File: src/rtl/cache_arbiter.sv
// cache_arbiter: shares one physical-memory port between the I-cache miss port
// (A) and the D-cache miss port (B). One requester is served at a time; its
// strobes, address and wdata pass straight through to pmem, and pmem_resp is
// routed back to the served side only. A mandatory DONE cycle follows every
// completion so a requester's still-held request is never granted twice.
//
// Configuration macro ARBITER_RR_EN:
//   defined   - round-robin on ties (grant the side that was not served last)
//   undefined - fixed priority, B (data side) wins ties
//
// cache_arbiter_checker (same file) carries the simulation-only assertions.

module cache_arbiter #(
    parameter int LINE_WIDTH = 256,
    parameter int ADDR_WIDTH = 32
) (
    input  logic                  clk,
    input  logic                  reset,
    input  logic                  a_read,
    input  logic                  a_write,
    input  logic [ADDR_WIDTH-1:0] a_address,
    input  logic [LINE_WIDTH-1:0] a_wdata,
    output logic                  a_resp,
    output logic [LINE_WIDTH-1:0] a_rdata,
    input  logic                  b_read,
    input  logic                  b_write,
    input  logic [ADDR_WIDTH-1:0] b_address,
    input  logic [LINE_WIDTH-1:0] b_wdata,
    output logic                  b_resp,
    output logic [LINE_WIDTH-1:0] b_rdata,
    output logic                  pmem_read,
    output logic                  pmem_write,
    output logic [ADDR_WIDTH-1:0] pmem_address,
    output logic [LINE_WIDTH-1:0] pmem_wdata,
    input  logic                  pmem_resp,
    input  logic [LINE_WIDTH-1:0] pmem_rdata
);

    typedef enum logic [1:0] {
        IDLE    = 2'd0,
        SERVE_A = 2'd1,
        SERVE_B = 2'd2,
        DONE    = 2'd3
    } state_t;

    state_t state_r;
    state_t state_s;
    // last_grant: 1'b0 = A served last, 1'b1 = B served last
    logic   last_grant_r;
    logic   last_grant_s;
    logic   req_a_s;
    logic   req_b_s;
    logic   grant_b_s;

    // Request decode and tie-break between the two miss ports
    always_comb begin
        req_a_s   = a_read | a_write;
        req_b_s   = b_read | b_write;
        grant_b_s = 1'b0;
`ifdef ARBITER_RR_EN
        if (req_a_s && req_b_s) begin
            grant_b_s = ~last_grant_r;
        end else begin
            grant_b_s = req_b_s;
        end
`else
        grant_b_s = req_b_s;
`endif
    end

    // Next-state and last-grant update
    always_comb begin
        state_s      = state_r;
        last_grant_s = last_grant_r;
        case (state_r)
            IDLE: begin
                if (req_a_s || req_b_s) begin
                    state_s = grant_b_s ? SERVE_B : SERVE_A;
                end else begin
                    state_s = IDLE;
                end
            end
            // A requester dropping its request early is a protocol error; we
            // keep serving until pmem completes rather than abandon pmem mid-op.
            SERVE_A: begin
                if (pmem_resp) begin
                    state_s      = DONE;
                    last_grant_s = 1'b0;
                end else begin
                    state_s = SERVE_A;
                end
            end
            SERVE_B: begin
                if (pmem_resp) begin
                    state_s      = DONE;
                    last_grant_s = 1'b1;
                end else begin
                    state_s = SERVE_B;
                end
            end
            DONE:    state_s = IDLE;
            default: state_s = IDLE;
        endcase
    end

    // State register; reset abandons any in-flight downstream transaction
    always_ff @(posedge clk or posedge reset) begin
        if (reset) begin
            state_r      <= IDLE;
            last_grant_r <= 1'b0;
        end else begin
            state_r      <= state_s;
            last_grant_r <= last_grant_s;
        end
    end

    // Steer the served side onto pmem and route completion back to it
    always_comb begin
        pmem_read    = 1'b0;
        pmem_write   = 1'b0;
        pmem_address = {ADDR_WIDTH{1'b0}};
        pmem_wdata   = {LINE_WIDTH{1'b0}};
        a_resp       = 1'b0;
        b_resp       = 1'b0;
        case (state_r)
            SERVE_A: begin
                pmem_read    = a_read;
                pmem_write   = a_write;
                pmem_address = a_address;
                pmem_wdata   = a_wdata;
                a_resp       = pmem_resp;
            end
            SERVE_B: begin
                pmem_read    = b_read;
                pmem_write   = b_write;
                pmem_address = b_address;
                pmem_wdata   = b_wdata;
                b_resp       = pmem_resp;
            end
            default: begin
                pmem_read = 1'b0;
            end
        endcase
    end

    // Read data is broadcast; only meaningful alongside the matching resp
    assign a_rdata = pmem_rdata;
    assign b_rdata = pmem_rdata;

`ifndef SYNTHESIS
    cache_arbiter_checker u_checker (
        .clk          (clk),
        .reset        (reset),
        .a_read       (a_read),
        .a_write      (a_write),
        .b_read       (b_read),
        .b_write      (b_write),
        .serve_a      (state_r == SERVE_A),
        .serve_b      (state_r == SERVE_B),
        .pmem_resp    (pmem_resp),
        .last_grant_b (last_grant_r)
    );
`endif

endmodule

// Simulation-only protocol checks for cache_arbiter.
module cache_arbiter_checker (
    input logic clk,
    input logic reset,
    input logic a_read,
    input logic a_write,
    input logic b_read,
    input logic b_write,
    input logic serve_a,
    input logic serve_b,
    input logic pmem_resp,
    input logic last_grant_b
);

    // A side must never read and write in the same cycle
    a_rw_exclusive: assert property (@(posedge clk) disable iff (reset)
        !(a_read && a_write));

    // B side must never read and write in the same cycle
    b_rw_exclusive: assert property (@(posedge clk) disable iff (reset)
        !(b_read && b_write));

    // Completion of A must record A as last served
    a_last_grant: assert property (@(posedge clk) disable iff (reset)
        (serve_a && pmem_resp) |=> !last_grant_b);

    // Completion of B must record B as last served
    b_last_grant: assert property (@(posedge clk) disable iff (reset)
        (serve_b && pmem_resp) |=> last_grant_b);

endmodule

File: config.mk
export PLATFORM = sky130hd
export DESIGN_NAME = cache_arbiter
export DESIGN_NICKNAME = d
export VERILOG_FILES = /design/src/rtl/cache_arbiter.sv
export SDC_FILE = /design/constraint.sdc
export NUM_CORES = 1
export LEC_CHECK = 0
export BUFFER_PORTS_ARGS = -buffer_cell sky130_fd_sc_hd__buf_2
export CORE_AREA = 2 2 639 641
export DETAILED_ROUTE_END_ITERATION = 10
export DIE_AREA = 0 0 641 643
export GPL_ROUTABILITY_DRIVEN = 0
export HOLD_SLACK_MARGIN = 0.1
export REMOVE_ABC_BUFFERS = 1
export SETUP_SLACK_MARGIN = 0.1
export SLEW_MARGIN = 5
export SYNTH_ARGS = -nofsm -noshare
export SYNTH_HDL_FRONTEND = slang
export SYNTH_SLANG_ARGS = --single-unit
File: constraint.sdc
create_clock -name clk -period 1.95 [get_ports clk]
set_input_delay 0.39 -clock clk [delete_from_list [all_inputs] [get_ports clk]]
set_output_delay 0.39 -clock clk [all_outputs]
set_load 0.02 [all_outputs]
==> key figures, run 1 <==
Finish
  • Area of the multi-input gates: 5304 um2
  • Max reg flops: 2
  • Share of layout cells above drive strength 1: 78.87%
  • Layout fillers: 48056
  • Fin nets: 2434
  • Largest regs: state_r (2)
  • Synth-to-Final Area Change: 152.8%
  • Most flop-heavy register: state_r
  • FF/Latch Area: 50.05 um2

Synth
  • Commonest cells post-synth: buf_4, a22oi_1, nor2b_1
  • Dominant cells by area after synthesis: buf_4, a22oi_1, nor2b_1, buf_6, buf_2
  • Top_reg_cell synth: dfrtp_1
  • Synthesized area: about 8600 um2
  • Ys Warns: 0
  • Mapped Cells: 1204
  • Leading area contributor after synthesis: buf_4
  • Yosys reg bits: 2
  • Post-synthesis sequential area ratio: 0.5832%
  • Unique masters post-synth: 14
  • Syn avg cell area: 7.128 um2
  • Async S/R FF share, synth: 100.0%
  • Count leader, synth: buf_4
  • Post-synth top area share: 45.84%
  • EDFF count, synth: 0

STA
  • Tcrit/Tclk final: 121.1%
  • Slew margin rel.: 78.17%
  • Final Hold Vio Count: 0
  • Setup Viol. Count Final: 292
  • Clk_skew: 0.0005446 ns
  • Slew Viols, Final: 0
  • RSZ-0062 raised after global routing: true
  • Worst Max-Slew Pin Slew: 0.3263 ns
  • Max Freq: 0.4234 GHz
  • Hold_ws: around 0.52 ns
  • Final setup margin: -0.4118 ns
  • Post-layout min period: 2.362 ns

Global routing
  • All-Layer GR Usage: 20.18%
  • Gr ovfl total: 0
  • Vias in the first global route: 11954
  • Antenna violations before repair: 416
  • First-pass GRT wire length: roughly 460000 um
  • Largest net degree at the start of global routing: 49

Drt
  • Drt via density: 2.304
  • DR DRC count: 0
  • WL final: between 400000 and 500000 um
  • Wire per inst: about 61 um
  • Iter 0 DRT Violations: roughly 1800
  • Routed vias: 16303
  • 1st-pass router iterations: 5
  • Final ANT Viol Nets: 0

CTS
  • Root buffer cell: clkbuf_16
  • CTS max path bufs: 2
  • Clk_lat worst skew: ~0.22 ns
  • CTS Sinks: 2
  • Depth of the CTS H-tree: 1
  • CTS tree: done
  • Num CTS Buffers: 3
  • Worst-path clk slew: 0.03 ns

Status
  • Status: finished, violations left
  • Failing checks: setup timing

Setup path
  • CP Capture Type: output port
  • CP required: 1.56 ns
  • CP Class: register to output port
  • Arrival time at the worst endpoint: 1.97 ns
  • CP Launch Point: state_r[1]
  • Startpoint types: register
  • CP max FO: 18
  • Reg2reg start: state_r[1]

Pwr
  • Leak: about 7 nW
  • Total Power: between 40 and 50 mW
  • Worst VDD drop: 0.0008660 V
  • Power per Cell Area: approximately 1900 nW/um2

Hold path
  • Hold Path Class: input port to register
  • Hold path startpoint: b_write

Placed design
  • Port Buffers: 874
  • Dpl hpwl: 398000 um

Floorplan
  • DIE AREA: 412200 um2
  • Core Area: 405200 um2
  • Initial core utilization: 2.118%
  • Io pins: 1643
  • Die Span Y: 643 um
  • Die width: ~640 um
  • Row count: 234

Run
  • Max Cap Viol: 0
[cell families after synthesis]
family	share of synthesized area, %
compound gates	25.54
simple gates	21.45
fa+ha+maj	0.4374
buf+inv	51.99
flops	0.5832
[worst paths after layout]
kind,slack [ns],to,cells past startpoint
max in group asynchronous,1.05,state_r[0],3
setup reg to reg,0.18,state_r[0],8
setup / recovery,-0.41,pmem_address[18],8
hold reg to reg,0.77,state_r[1],3
hold / removal,0.52,state_r[0],4
min in group asynchronous,0.78,state_r[1],3
[per-layer routing]
metal  vias to the layer above  global-route usage (%)  share of wire, %  wire length (um)
met1                      6987                   15.20                26            115100
met2                      3599                   29.24                40            173500
li1                       4468                       -                 -                 -
met3                       950                   27.92                29            125500
met4                       299                   2.038               2.3              9870
met5                         -                   16.83               2.5             11080
[area by class of cell]
| type | instances | area share [%] |
|---|---|---|
| timing repair buffer | 991 | 42.94 |
| tap | 5428 | 31.31 |
| multi-input combinational | 591 | 24.45 |
| antenna | 59 | 0.6805 |
| clock buffer | 3 | 0.3460 |
| sequential | 2 | 0.2307 |
| inverter | 3 | 0.05191 |
[critical path: stages, from the launching register on]
cell     delay (ns)
dfrtp_1        0.40
buf_4          0.15
ha_4           0.19
buf_16         0.17
buf_16         0.21
buf_4          0.14
a22oi_2        0.19
nor2b_4        0.07
buf_12         0.15
[cell usage in the layout, fill, tap and decap left out, types with 2 or more instances in the layout]
cell and instances:
buf_16 29, clkbuf_4 8, inv_2 2, nor2b_1 138
a22oi_1 186, nor2b_2 93, dfrtp_1 2, diode_2 59
buf_4 96, nor2b_4 59, buf_2 614, clkbuf_16 20
a21oi_1 2, nor3_1 2, and2_1 2, buf_12 188
a22oi_2 104, buf_8 4, buf_6 33, ha_4 3
[power by group]
group | internal, mW | leakage [nW] | switching (mW)
registers | 0.0645 | 0.0237 | 0.0193
clock network | 0.261 | 0.0373 | 0.0510
logic | 18.6 | 6.92 | 23.3
[metrics by stage]
stage	setup TNS [ns]	area, um2	utilization, %	instances	setup slack, ns
2_1_floorplan	-1406.20	4131	-	596	-4.827
3_3_place_gp	-18.70	18720	4.621	6964	-0.1767
3_5_place_dp	-35.60	18720	4.621	6964	-0.2433
4_1_cts	-90.52	20450	5.047	6993	-0.4115
5_1_grt	-105.75	21650	5.343	7059	-0.4475
6_report	-90.73	21690	5.354	7077	-0.4118
[timing repair]
item                                    CTS  global route
endpoints found under the setup margin  292           292
pin swaps                                 2             1
gates resized for setup                 320           191
hold buffers                              1             0
setup buffers                            12            12
gates cloned                             13            13
endpoints found under the hold margin     2             0
(Power assumes the default switching activity.)
==> run 2, diff against run 1 <==
--- a/config.mk
+++ b/config.mk
@@ -12,7 +12,7 @@
 export GPL_ROUTABILITY_DRIVEN = 0
 export HOLD_SLACK_MARGIN = 0.1
 export REMOVE_ABC_BUFFERS = 1
-export SETUP_SLACK_MARGIN = 0.1
+export SETUP_SLACK_MARGIN = 0.4
 export SLEW_MARGIN = 5
 export SYNTH_ARGS = -nofsm -noshare
 export SYNTH_HDL_FRONTEND = slang
==> run 2 against run 1 <==
  * Via count up 0.20%
  * Die area is the same
  * The flow still finishes with violations (setup timing)
  * First-iteration DRC count is 2.0% lower
  * Cell count about the same
==> key figures, run 2 (synthesis results as in run 1) <==
Floorplan
  • Die Span Y: 643 um (unchanged)
  • DIE AREA: 412200 um2 (unchanged)
  • Die width: 641 um (unchanged)
  • Io pins: 1643 (unchanged)
  • Core Area: 405200 um2 (unchanged)
  • Row count: 234 (unchanged)
  • Initial core utilization: 2.118% (unchanged)

Finish
  • Max reg flops: 2 (unchanged)
  • Largest regs: state_r (2) (unchanged)
  • Most flop-heavy register: state_r (unchanged)
  • Synth-to-Final Area Change: 153.7% (was 152.8%)
  • Fin cells: 7084 (was 7077)
  • Fin nets: 2435 (was 2434)
  • Share of layout cells above drive strength 1: 79.32% (was 78.87%)
  • Most common cell after layout, fill and taps aside: buf_2 (unchanged)
  • Commonest non-fill, non-tap cells in the layout: buf_2, buf_12, a22oi_1 (unchanged)
  • Post-route cell area: 21780 um2 (was 21690 um2)

STA
  • Max Freq: 0.4235 GHz (was 0.4234 GHz)
  • RSZ-0062 raised after global routing: true (unchanged)
  • Tcrit/Tclk final: 121.1% (about the same)
  • Worst Max-Slew Pin Slew: 0.3307 ns (was 0.3263 ns)
  • Setup TNS: -90.51 ns (was -90.73 ns)
  • Slew margin rel.: 77.88% (was 78.17%)
  • Post-layout min period: 2.362 ns (about the same)
  • Clk_skew: 0.0003234 ns (was 0.0005446 ns)
  • Setup Viol. Count Final: 292 (unchanged)
  • Final setup margin: -0.4115 ns (was -0.4118 ns)
  • Hold_ws: 0.5194 ns (was 0.5227 ns)
  • Final Hold Vio Count: 0 (unchanged)
  • Slew Viols, Final: 0 (unchanged)

Global routing
  • Antenna violations before repair: 416 (unchanged)
  • Vias in the first global route: 11954 (unchanged)
  • Gr ovfl total: 0 (unchanged)
  • First-pass GRT wire length: 462500 um (unchanged)
  • Largest net degree at the start of global routing: 49 (unchanged)
  • All-Layer GR Usage: 20.18% (unchanged)

Placed design
  • Area after DPL: 18720 um2 (unchanged)
  • Port Buffers: 874 (unchanged)
  • Placed insts: 6964 (unchanged)
  • Dpl hpwl: 398000 um (unchanged)

CTS
  • CTS Sinks: 2 (unchanged)
  • Num CTS Buffers: 3 (unchanged)
  • Root buffer cell: clkbuf_16 (unchanged)
  • Clk_lat worst skew: 0.22 ns (about the same)
  • Depth of the CTS H-tree: 1 (unchanged)
  • CTS max path bufs: 2 (unchanged)
  • Worst-path clk slew: 0.03 ns (about the same)
  • CTS tree: done (unchanged)

Hold path
  • Hold Path Class: input port to register (unchanged)

Setup path
  • CP required: 1.56 ns (about the same)
  • Crit-path most repeated cell: buf_4
  • Peak per-stage delay on the critical path: 0.40 ns (about the same)
  • Worst path slowest cell: dfrtp_1 (unchanged)
  • Startpoint types: register (unchanged)
  • CP max FO: 16 (was 18)
  • Crit-path cells: buf_4 -> ha_4 -> buf_16 -> buf_16 -> buf_4 -> a22oi_1 -> nor2b_1 -> buf_4 (was buf_4 -> ha_4 -> buf_16 -> buf_16 -> buf_4 -> a22oi_2 -> nor2b_4 -> buf_12)
  • CP Class: register to output port (unchanged)
  • Arrival time at the worst endpoint: 1.97 ns (about the same)
  • CP Capture Type: output port (unchanged)

Status
  • Status: finished, violations left (unchanged)
  • Failing checks: setup timing (unchanged)

Drt
  • WL final: 435200 um (was 435000 um)
  • 1st-pass router iterations: 5 (unchanged)
  • Drt via density: 2.306 (was 2.304)
  • Routed vias: 16336 (was 16303)
  • Iter 0 DRT Violations: 1804 (was 1841)
  • Wire per inst: 61.43 um (was 61.47 um)
  • DR DRC count: 0 (unchanged)
  • Final ANT Viol Nets: 0 (unchanged)

Pwr
  • Leak: 7.007 nW (was 6.979 nW)
  • Power per Cell Area: 1951 nW/um2 (was 1950 nW/um2)
  • Worst VDD drop: 0.0008551 V (was 0.0008660 V)
  • Total Power: 42.48 mW (was 42.30 mW)

Run
  • Max Cap Viol: 0 (unchanged)
[run 2: where the power goes]
group	internal [mW]	switching, mW	leakage [nW]	total, mW
Sequential	0.0644	0.0195	0.0237	0.0839
Clock	0.261	0.0536	0.0374	0.315
Combinational	18.8	23.3	6.95	42.1
[run 2: metal layers]
layer	up-vias	global-route usage [%]	part of all wire (%)
li1	4479	-	-
met1	7007	15.20	26
met2	3631	29.24	40
met3	920	27.92	29
met4	299	2.038	2.2
met5	-	16.83	2.5
[run 2: repair_timing]
| item | 4_1_cts | 5_1_grt |
|---|---|---|
| gates cloned | 13 | 13 |
| setup buffers | 12 | 13 |
| endpoints found under the hold margin | 2 | 0 |
| hold buffers | 1 | 0 |
| setup endpoints to repair | 293 | 294 |
| pin swaps | 2 | 1 |
| resized for setup | 320 | 205 |
[run 2: layout make-up]
type / count / area [um2]
inverter: 3 / 11.26
timing repair buffer: 992 / 9329
sequential: 2 / 50.05
multi-input combinational: 591 / 5356
fill: 48042 / 383400
tap: 5428 / 6792
antenna: 65 / 162.7
clock buffer: 3 / 75.07
[run 2: critical path, delay by kind of cell (launching register included)]
family	cells	cell delay, ns
AND/OR/NAND/NOR	1	0.08
buffers and inverters	5	0.85
flip-flops	1	0.40
adder cells (fa/ha/maj)	1	0.19
AO/OA/AOI/OAI	1	0.16
[run 2: path summary, 6_finish.rpt]
path,start,endpoint,slack [ns],cells after the start
max,state_r[1],pmem_wdata[73],-0.41,8
min,b_write,state_r[1],0.52,3
max reg2reg,state_r[1],state_r[0],0.19,8
min reg2reg,state_r[0],state_r[1],0.77,3
max in group asynchronous,reset,state_r[0],1.05,3
min in group asynchronous,reset,state_r[1],0.78,3
[run 2: per-stage QoR]
step	util, %	setup WS, ns
floorplan	-	-4.827
finish	5.374	-0.4115
global route	5.359	-0.4542
CTS	5.047	-0.4115
detailed placement	4.621	-0.2433
global placement	4.621	-0.1767
==> run 3, diff against run 2 <==
--- a/config.mk
+++ b/config.mk
@@ -5,6 +5,7 @@
 export SDC_FILE = /design/constraint.sdc
 export NUM_CORES = 1
 export LEC_CHECK = 0
+export ABC_AREA = 1
 export BUFFER_PORTS_ARGS = -buffer_cell sky130_fd_sc_hd__buf_2
 export CORE_AREA = 2 2 639 641
 export DETAILED_ROUTE_END_ITERATION = 10
@@ -12,7 +13,7 @@
 export GPL_ROUTABILITY_DRIVEN = 0
 export HOLD_SLACK_MARGIN = 0.1
 export REMOVE_ABC_BUFFERS = 1
-export SETUP_SLACK_MARGIN = 0.4
+export SETUP_SLACK_MARGIN = 0.02
 export SLEW_MARGIN = 5
 export SYNTH_ARGS = -nofsm -noshare
 export SYNTH_HDL_FRONTEND = slang
==> run 3 against run 2 <==
  * The run still ends with setup timing left
  * Global-route usage grew 0.26 points
  * Critical endpoint is now pmem_wdata[59]
  * Total power shrank 10%
  * Die area did not move
  * Clock-buffer cell count did not move
  * Via count is 6.6% higher
  * Critical path type unchanged
  * Highest routed layer unchanged
  * Cell area grew 6.7%
==> key figures, run 3 <==
Synth
  • Count leader, synth: nand2_1 (was buf_4)
  • Post-synthesis sequential area ratio: 0.6052% (was 0.5832%)
  • Yosys reg bits: 2 (unchanged)
  • Mapped Cells: 1506 (was 1204)
  • EDFF count, synth: 0 (unchanged)
  • Ys Warns: 0 (unchanged)
  • Post-synth top area share: 47.66% (was 45.84%)
  • Synthesized area: 8269 um2 (was 8582 um2)
  • Async S/R FF share, synth: 100.0% (unchanged)
  • Syn avg cell area: 5.491 um2 (was 7.128 um2)
  • Dominant cells by area after synthesis: buf_4, nand2_1, a21oi_1, buf_6, buf_2 (was buf_4, a22oi_1, nor2b_1, buf_6, buf_2)
  • Top_reg_cell synth: dfrtp_1 (unchanged)
  • Unique masters post-synth: 13 (was 14)
  • Commonest cells post-synth: nand2_1, buf_4, a21oi_1 (was buf_4, a22oi_1, nor2b_1)
  • Leading area contributor after synthesis: buf_4 (unchanged)

Drt
  • WL final: 443300 um (was 435200 um)
  • Final ANT Viol Nets: 0 (unchanged)
  • DR DRC count: 0 (unchanged)
  • Wire per inst: 59.52 um (was 61.43 um)
  • Iter 0 DRT Violations: 1900 (was 1804)
  • Routed vias: 17418 (was 16336)
  • Drt via density: 2.339 (was 2.306)
  • 1st-pass router iterations: 5 (unchanged)

STA
  • Clk_skew: 0.004416 ns (was 0.0003234 ns)
  • Slew margin rel.: 76.55% (was 77.88%)
  • Hold_ws: 0.5181 ns (was 0.5194 ns)
  • Post-layout min period: 2.405 ns (was 2.362 ns)
  • Setup Viol. Count Final: 292 (unchanged)
  • Tcrit/Tclk final: 123.3% (was 121.1%)
  • Worst Max-Slew Pin Slew: 0.3518 ns (was 0.3307 ns)
  • Final setup margin: -0.4552 ns (was -0.4115 ns)
  • Slew Viols, Final: 0 (unchanged)
  • Setup TNS: -105.89 ns (was -90.51 ns)
  • RSZ-0062 raised after global routing: true (unchanged)
  • Max Freq: 0.4158 GHz (was 0.4235 GHz)
  • Final Hold Vio Count: 0 (unchanged)

Setup path
  • CP max FO: 6 (was 16)
  • Startpoint types: register (unchanged)
  • CP Capture Type: output port (unchanged)
  • Arrival time at the worst endpoint: 2.02 ns (was 1.97 ns)
  • CP required: 1.56 ns (about the same)
  • CP Class: register to output port (unchanged)

Global routing
  • Largest net degree at the start of global routing: 42 (was 49)
  • Vias in the first global route: 12706 (was 11954)
  • Antenna violations before repair: 409 (was 416)
  • All-Layer GR Usage: 20.44% (was 20.18%)
  • First-pass GRT wire length: 469100 um (was 462500 um)
  • Gr ovfl total: 0 (unchanged)

Pwr
  • Power per Cell Area: 1641 nW/um2 (was 1951 nW/um2)
  • Clk pwr share: 0.9% (was 0.7%)
  • Worst VDD drop: 0.0006627 V (was 0.0008551 V)
  • Share of power burned in registers: 0.2% (about the same)
  • Total Power: 38.12 mW (was 42.48 mW)
  • Comb pwr share: 98.9% (was 99.1%)
  • Internal power: 15.15 mW (was 19.09 mW)
  • Leak: 7.966 nW (was 7.007 nW)
  • Net Sw Frac: 60.27% (was 55.07%)
  • Net Switching: 22.98 mW (was 23.39 mW)

CTS
  • Depth of the CTS H-tree: 1 (unchanged)
  • Root buffer cell: clkbuf_16 (unchanged)
  • Num CTS Buffers: 3 (unchanged)
  • CTS max path bufs: 2 (unchanged)
  • CTS tree: done (unchanged)
  • CTS Sinks: 2 (unchanged)
  • Clk_lat worst skew: 0.23 ns (was 0.22 ns)
  • Worst-path clk slew: 0.03 ns (about the same)

Hold path
  • Hold Path Class: input port to register (unchanged)

Finish
  • Fin cells: 7447 (was 7084)
  • Largest regs: state_r (2) (unchanged)
  • Max reg flops: 2 (unchanged)
  • Most common cell after layout, fill and taps aside: buf_2 (unchanged)
  • Post-route cell area: 23230 um2 (was 21780 um2)
  • Commonest non-fill, non-tap cells in the layout: buf_2, nand2_1, buf_6 (was buf_2, buf_12, a22oi_1)
  • Fin nets: 2817 (was 2435)
  • Most flop-heavy register: state_r (unchanged)
  • Synth-to-Final Area Change: 180.9% (was 153.7%)
  • Share of layout cells above drive strength 1: 76.28% (was 79.32%)

Floorplan
  • Die width: 641 um (unchanged)
  • Die Span Y: 643 um (unchanged)
  • Io pins: 1643 (unchanged)
  • DIE AREA: 412200 um2 (unchanged)
  • Row count: 234 (unchanged)
  • Initial core utilization: 2.041% (was 2.118%)
  • Core Area: 405200 um2 (unchanged)

Run
  • Max Cap Viol: 0 (unchanged)

Placed design
  • Placed insts: 7286 (was 6964)
  • Area after DPL: 16760 um2 (was 18720 um2)
  • Dpl hpwl: 401300 um (was 398000 um)
  • Port Buffers: 874 (unchanged)

Status
  • Status: finished, violations left (unchanged)
  • Failing checks: setup timing (unchanged)
-- run 3: path summary, 6_finish.rpt --
path	cells after the start	to	startpoint	slack, ns
max	11	pmem_wdata[59]	state_r[0]	-0.46
min	5	state_r[0]	a_read	0.52
max reg2reg	11	state_r[1]	state_r[1]	0.15
min reg2reg	5	state_r[0]	state_r[1]	0.89
max in group asynchronous	3	state_r[0]	reset	1.11
min in group asynchronous	3	state_r[1]	reset	0.72
-- run 3: repair_timing --
action | CTS | global route
buffers inserted | 25 | 43
pin swaps | 29 | 201
gates cloned | 25 | 21
resized for setup | 488 | 760
setup endpoints to repair | 292 | 292
hold endpoints to repair | 2 | 0
hold buffers | 1 | 0
-- run 3: routing by layer --
layer  global-route usage, %  routed length (um)  up-vias
li1                        -                   -     5233
met1                   15.22              117900     7484
met2                   29.85              179700     3476
met3                   27.91              124000      930
met4                   2.606               10400      295
met5                   17.08               11140        -
-- run 3: kinds of logic (layout without fill, tap and decap cells) --
group / after synthesis / count (layout) / share of synthesized area, %
buffers and inverters: 619 / 1086 / 54.49
and+or+nand+nor: 591 / 591 / 26.84
AOI/OAI and AO/OA: 291 / 291 / 17.61
adders and majority gates: 3 / 3 / 0.4540
DFF: 2 / 2 / 0.6053
other: 0 / 46 / 0
-- run 3: power groups by stage --
stage	Clock, mW	Combinational (mW)	Sequential (mW)
after floorplan	0	3.77	0.0700
after global placement	0	26.1	0.0691
after detailed placement	0	26.1	0.0707
after CTS	0.325	32.3	0.0735
after global routing	0.330	40.0	0.0752
final	0.328	37.7	0.0743
-- run 3: cell type report --
class	instances	area (um2)
fillers	48143	382000
repair buffers	1072	9992
well taps	5428	6792
multi-input cells	885	6150
diodes	46	115.1
clock buffers	3	75.07
inverters	11	53.80
flip-flops and latches	2	50.05
-- run 3: critical path, cell delays in order (launching register included) --
cell       delay [ns]
dfrtp_1          0.38
inv_2            0.08
buf_6            0.09
ha_4             0.16
buf_12           0.13
clkbuf_16        0.16
buf_12           0.13
buf_12           0.13
buf_12           0.11
nand2_4          0.04
a21oi_4          0.14
buf_12           0.16
-- run 3: metrics by stage --
| stage | setup slack (ns) | utilization (%) |
|---|---|---|
| 2_1_floorplan | -4.391 | - |
| 3_3_place_gp | -0.2753 | 4.135 |
| 3_5_place_dp | -0.3422 | 4.135 |
| 4_1_cts | -0.5016 | 4.794 |
| 5_1_grt | -0.5214 | 5.721 |
| 6_report | -0.4552 | 5.732 |
